$ cat config.mk
export PLATFORM = sky130hd
export DESIGN_NAME = fpu_f2i_arbiter
export DESIGN_NICKNAME = d
export VERILOG_FILES = /design/src/rtl/fpu_f2i_arbiter.sv
export SDC_FILE = /design/constraint.sdc
export NUM_CORES = 1
export LEC_CHECK = 0
export BUFFER_PORTS_ARGS = -buffer_cell sky130_fd_sc_hd__buf_2
export CAP_MARGIN = 5
export CORE_AREA = 2 2 95 97
export CTS_CLUSTER_DIAMETER = 100
export DETAILED_ROUTE_END_ITERATION = 10
export DIE_AREA = 0 0 97 99
export PLACE_DENSITY_LB_ADDON = 0.25
export SKIP_CTS_REPAIR_TIMING = 1
export SYNTH_ARGS = -nofsm -noshare
export SYNTH_HDL_FRONTEND = slang
export SYNTH_SLANG_ARGS = --single-unit
$ cat constraint.sdc
create_clock -name CLK -period 5.3 [get_ports CLK]
set_input_delay 0 -clock CLK [delete_from_list [all_inputs] [get_ports CLK]]
set_output_delay 0 -clock CLK [all_outputs]
set_load 0.005 [all_outputs]
$ cat src/rtl/fpu_f2i_arbiter.sv
// Round-robin arbiter sharing one pipelined F32->INT32 converter among N_REQ requesters.
// Define FPU_F2I_ARB_PERF_EN to add the PERF_STALL / PERF_ISSUE saturating counters.
module fpu_f2i_arbiter #(
  parameter int N_REQ   = 4,
  parameter int LATENCY = 2,
  localparam int TAG_W  = $clog2(N_REQ)
) (
  input  logic                 CLK,
  input  logic                 RST,
  input  logic [N_REQ-1:0]     REQ_VALID,
  input  logic [32*N_REQ-1:0]  REQ_DATA,
  output logic [N_REQ-1:0]     REQ_READY,
  output logic [N_REQ-1:0]     RSP_VALID,
  output logic [31:0]          RSP_DATA,
  input  logic [N_REQ-1:0]     RSP_READY,
  output logic [31:0]          FPU_A,
  output logic                 FPU_VALID,
  output logic                 FPU_EN,
  input  logic [31:0]          FPU_O
`ifdef FPU_F2I_ARB_PERF_EN
  ,
  output logic [31:0]          PERF_STALL,
  output logic [31:0]          PERF_ISSUE
`endif
);

  logic             r_vld_p [LATENCY];
  logic [TAG_W-1:0] r_tag_p [LATENCY];
  logic [TAG_W-1:0] r_rr_ptr;

  logic             w_hv;
  logic [TAG_W-1:0] w_ht;
  logic             w_stall;
  logic             w_gnt;
  logic [TAG_W-1:0] w_gnt_idx;
  logic [TAG_W:0]   w_sum;
  logic [TAG_W-1:0] w_idx;

  assign w_hv    = r_vld_p[LATENCY-1];
  assign w_ht    = r_tag_p[LATENCY-1];
  assign w_stall = w_hv & ~RSP_READY[w_ht];

  // Reset forces the converter stages to advance so stale data flushes out.
  assign FPU_EN   = RST | ~w_stall;
  assign RSP_DATA = FPU_O;

  always_comb begin
    w_gnt     = 1'b0;
    w_gnt_idx = '0;
    w_sum     = '0;
    w_idx     = '0;
    for (int k = 0; k < N_REQ; k++) begin
      w_sum = {1'b0, r_rr_ptr} + (TAG_W+1)'(k);
      if (w_sum >= (TAG_W+1)'(N_REQ))
        w_sum = w_sum - (TAG_W+1)'(N_REQ);
      w_idx = w_sum[TAG_W-1:0];
      if (!w_gnt && REQ_VALID[w_idx]) begin
        w_gnt     = 1'b1;
        w_gnt_idx = w_idx;
      end
    end
    if (RST || w_stall) begin
      w_gnt     = 1'b0;
      w_gnt_idx = '0;
    end
  end

  always_comb begin
    REQ_READY = '0;
    RSP_VALID = '0;
    FPU_A     = '0;
    FPU_VALID = w_gnt;
    for (int i = 0; i < N_REQ; i++) begin
      REQ_READY[i] = w_gnt && (w_gnt_idx == TAG_W'(i));
      RSP_VALID[i] = !RST && w_hv && (w_ht == TAG_W'(i));
      if (w_gnt && (w_gnt_idx == TAG_W'(i)))
        FPU_A = REQ_DATA[32*i +: 32];
    end
  end

  // Issue stage -> tag/valid pipeline, advanced in lockstep with the converter
  always_ff @(posedge CLK) begin
    if (RST) begin
      r_rr_ptr <= '0;
      for (int i = 0; i < LATENCY; i++) begin
        r_vld_p[i] <= 1'b0;
        r_tag_p[i] <= '0;
      end
    end else if (FPU_EN) begin
      r_vld_p[0] <= w_gnt;
      r_tag_p[0] <= w_gnt_idx;
      for (int i = 1; i < LATENCY; i++) begin
        r_vld_p[i] <= r_vld_p[i-1];
        r_tag_p[i] <= r_tag_p[i-1];
      end
      if (w_gnt)
        r_rr_ptr <= (w_gnt_idx == TAG_W'(N_REQ-1)) ? '0 : w_gnt_idx + TAG_W'(1);
    end
  end

`ifdef FPU_F2I_ARB_PERF_EN
  logic [31:0] r_perf_stall;
  logic [31:0] r_perf_issue;

  always_ff @(posedge CLK) begin
    if (RST) begin
      r_perf_stall <= '0;
      r_perf_issue <= '0;
    end else begin
      if ((|REQ_VALID) && !(|REQ_READY) && (r_perf_stall != 32'hFFFF_FFFF))
        r_perf_stall <= r_perf_stall + 32'd1;
      if (w_gnt && (r_perf_issue != 32'hFFFF_FFFF))
        r_perf_issue <= r_perf_issue + 32'd1;
    end
  end

  assign PERF_STALL = r_perf_stall;
  assign PERF_ISSUE = r_perf_issue;
`endif

endmodule

==> impl_metrics.json <==
{
  "grt_pass1_wl_mm": 12.9,
  "crit_fanout": 18,
  "r2r_start": "r_tag_p[0][3]$_SDFFCE_PN0P_",
  "end_kind": "output pin",
  "grt_pass1_vias": 2505,
  "path_clk_slew_ns": 0.04,
  "yosysWarningCount": 0,
  "ys.flop_type": "edfxtp_1",
  "ys_top_cells_by_area": "a221o_1, a32o_1, buf_4, edfxtp_1, nor3_1",
  "die_area_um2": 9600,
  "drive_gt1_share_pct": 51.6,
  "synth_area_um2": 2000,
  "grt_max_degree": 34,
  "grt-ovfl-total": 0,
  "hold_violations": 0,
  "stdcell_area_um2": 2710,
  "seq_area_frac_synth_pct": 11.0,
  "cts_sinks": 8,
  "leakage_nw": 1.31,
  "finalSetupTns_ns": 0,
  "synth_top_area_share_pct": 16.5,
  "synthDistinctLibCells": 37,
  "die_w_um": 97,
  "synth_async_sr_flop_share_pct": 0,
  "die_h_um": 99,
  "fin_crit_sh_pct": 66.3,
  "setup_viol": 0,
  "ant_nets": 0,
  "coreArea_um2": 8550,
  "wirelength_mm": 8.51,
  "final_cells": 490,
  "syn_nets": 430,
  "worstSkewPairLatency_ns": 0.22,
  "initial_utilization_pct": 23.4,
  "core.rowCount": 34,
  "gr-usage-all-layers_pct": 16.4,
  "drt_pass1_iterations": 4,
  "skew_ns": 0.00362,
  "nets": 558,
  "seq_power_share_pct": 15.4,
  "p_clk_share_pct": 11.0,
  "ir_drop_uv": 80.5,
  "crit_required_ns": 5.30,
  "slew_viol_final": 0,
  "antennaDiodeCount": 0,
  "critPathArrivalTime_ns": 3.51,
  "fillers": 959,
  "syn_inst": 256,
  "intPower_uw": 376,
  "cts_tree": "built",
  "vias_per_cell": 5.35,
  "area_growth_pct": 35.3,
  "fin_crit_ns": 3.51,
  "port-buffer-count": 179,
  "criticalPathCategory": "register to output pin",
  "fmax_mhz": 285,
  "cts.path.max_buffers": 2,
  "drt_iter0_drc": 92,
  "io_pins": 244,
  "slew_headroom_pct": 44.6,
  "synth_area_per_cell_um2": 7.82,
  "tightestPinTransition_ns": 0.830,
  "gp_congestion": 0.817,
  "worstSetupStartpointType": "register",
  "synth.most_common_cell": "nand2_1",
  "route.detailed.drc": 0,
  "p_sw_share_pct": 42.1,
  "p_comb_share_pct": 73.6,
  "hold_class": "input port to output pin",
  "routedWlPerCell_um": 17.4,
  "synth-edff-count": 6,
  "placed_area_um2": 2670,
  "worstHoldStart": "FPU_O[14]",
  "startpoint": "r_tag_p[0][3]$_SDFFCE_PN0P_",
  "synth-seq-cells": 8,
  "vias": 2622,
  "yosys-top-cells-count": "nand2_1, a221o_1, a32o_1, buf_4, nor3_1",
  "antenna_found_initial": 0,
  "root_buffer": "clkbuf_8",
  "cts_made_buffers": 3,
  "h-tree-depth": 1,
  "power_switching_uw": 274,
  "status": "finished, final reports clean",
  "power_density_nw_per_um2": 240,
  "maxCapViolations": 0,
  "place_inst": 487,
  "synth.largest_area_cell": "a221o_1",
  "hpwl_mm": 6.53,
  "rsz0062_at_grt": "no"
}
-- placed cells by master, fill, tap and decap left out, drive strengths merged, types with 4 or more instances in the layout --
master,Yosys,routed
buf,47,187
a221o,33,33
nor3,32,32
and3,7,7
edfxtp,6,6
and2,4,4
ha,4,4
nand2,36,36
a32o,32,32
inv,4,4
-- cell families (layout without fill, tap and decap cells) --
family | after synthesis | in the layout | share of synthesized area, %
buf+inv | 68 | 194 | 22.1
flops | 8 | 8 | 11.0
mux | 3 | 3 | 1.75
compound gates | 76 | 76 | 37.4
simple gates | 97 | 97 | 25.2
fa+ha+maj | 4 | 4 | 2.50
-- metal layers --
metal  track usage [%]  wire length [um]
met1              19.9              3390
met4              2.93                68
met2              30.3              4290
met5                 0                 0
met3              2.98               765
-- path summary, 6_finish.rpt --
| check | slack (ns) | cells past startpoint | endpoint |
|---|---|---|---|
| setup / recovery | 1.79 | 10 | FPU_A[6] |
| hold / removal | 0.000002 | 0 | RSP_DATA[14] |
| setup reg to reg | 3.14 | 7 | r_rr_ptr[1]$_SDFFE_PP0P_ |
| hold reg to reg | 0.54 | 2 | r_rr_ptr[0]$_SDFFE_PP0P_ |
-- registers in the layout, summed over array words and instances, names as in the netlist --
name	count
r_vld_p	2
r_tag_p	4
r_rr_ptr	2
-- stage by stage --
step                power, mW  hold slack (ns)  utilization (%)  setup slack, ns
floorplan               0.430           0.0808                -             2.69
global placement        0.579        0.0000346             31.2             2.10
detailed placement      0.584        0.0000346             31.2             2.01
CTS                     0.658        0.0000346             31.7             1.76
global route            0.701       0.00000799             31.7             1.59
finish                  0.650       0.00000228             31.7             1.79
-- final cells by class --
class / instances / area, um^2 / share of cell area, %
clock buffers: 3 / 41.3 / 1.52
flip-flops and latches: 8 / 220 / 8.13
repair buffers: 187 / 956 / 35.3
well taps: 108 / 135 / 4.99
inverters: 4 / 15.0 / 0.554
multi-input cells: 180 / 1340 / 49.5
-- power by group through the flow --
stage                     logic (mW)  registers (mW)  clock network (mW)
after floorplan                0.333          0.0968                   0
after global placement         0.479          0.0996                   0
after detailed placement       0.484           0.101                   0
after CTS                      0.485           0.100              0.0733
after global routing           0.521           0.103              0.0776
final                          0.478           0.100              0.0715
-- worst max-delay path, stage by stage (launching register included) --
cell and delay, ns:
edfxtp_1 0.48, mux2_4 0.26, a2bb2oi_4 0.39, nand2_1 0.16, a221o_1 0.31, ha_1 0.21, nor2b_2 0.61, buf_4 0.37
a221o_1 0.18, a32o_1 0.18, buf_2 0.12
Power figures use the tool's default switching activity.
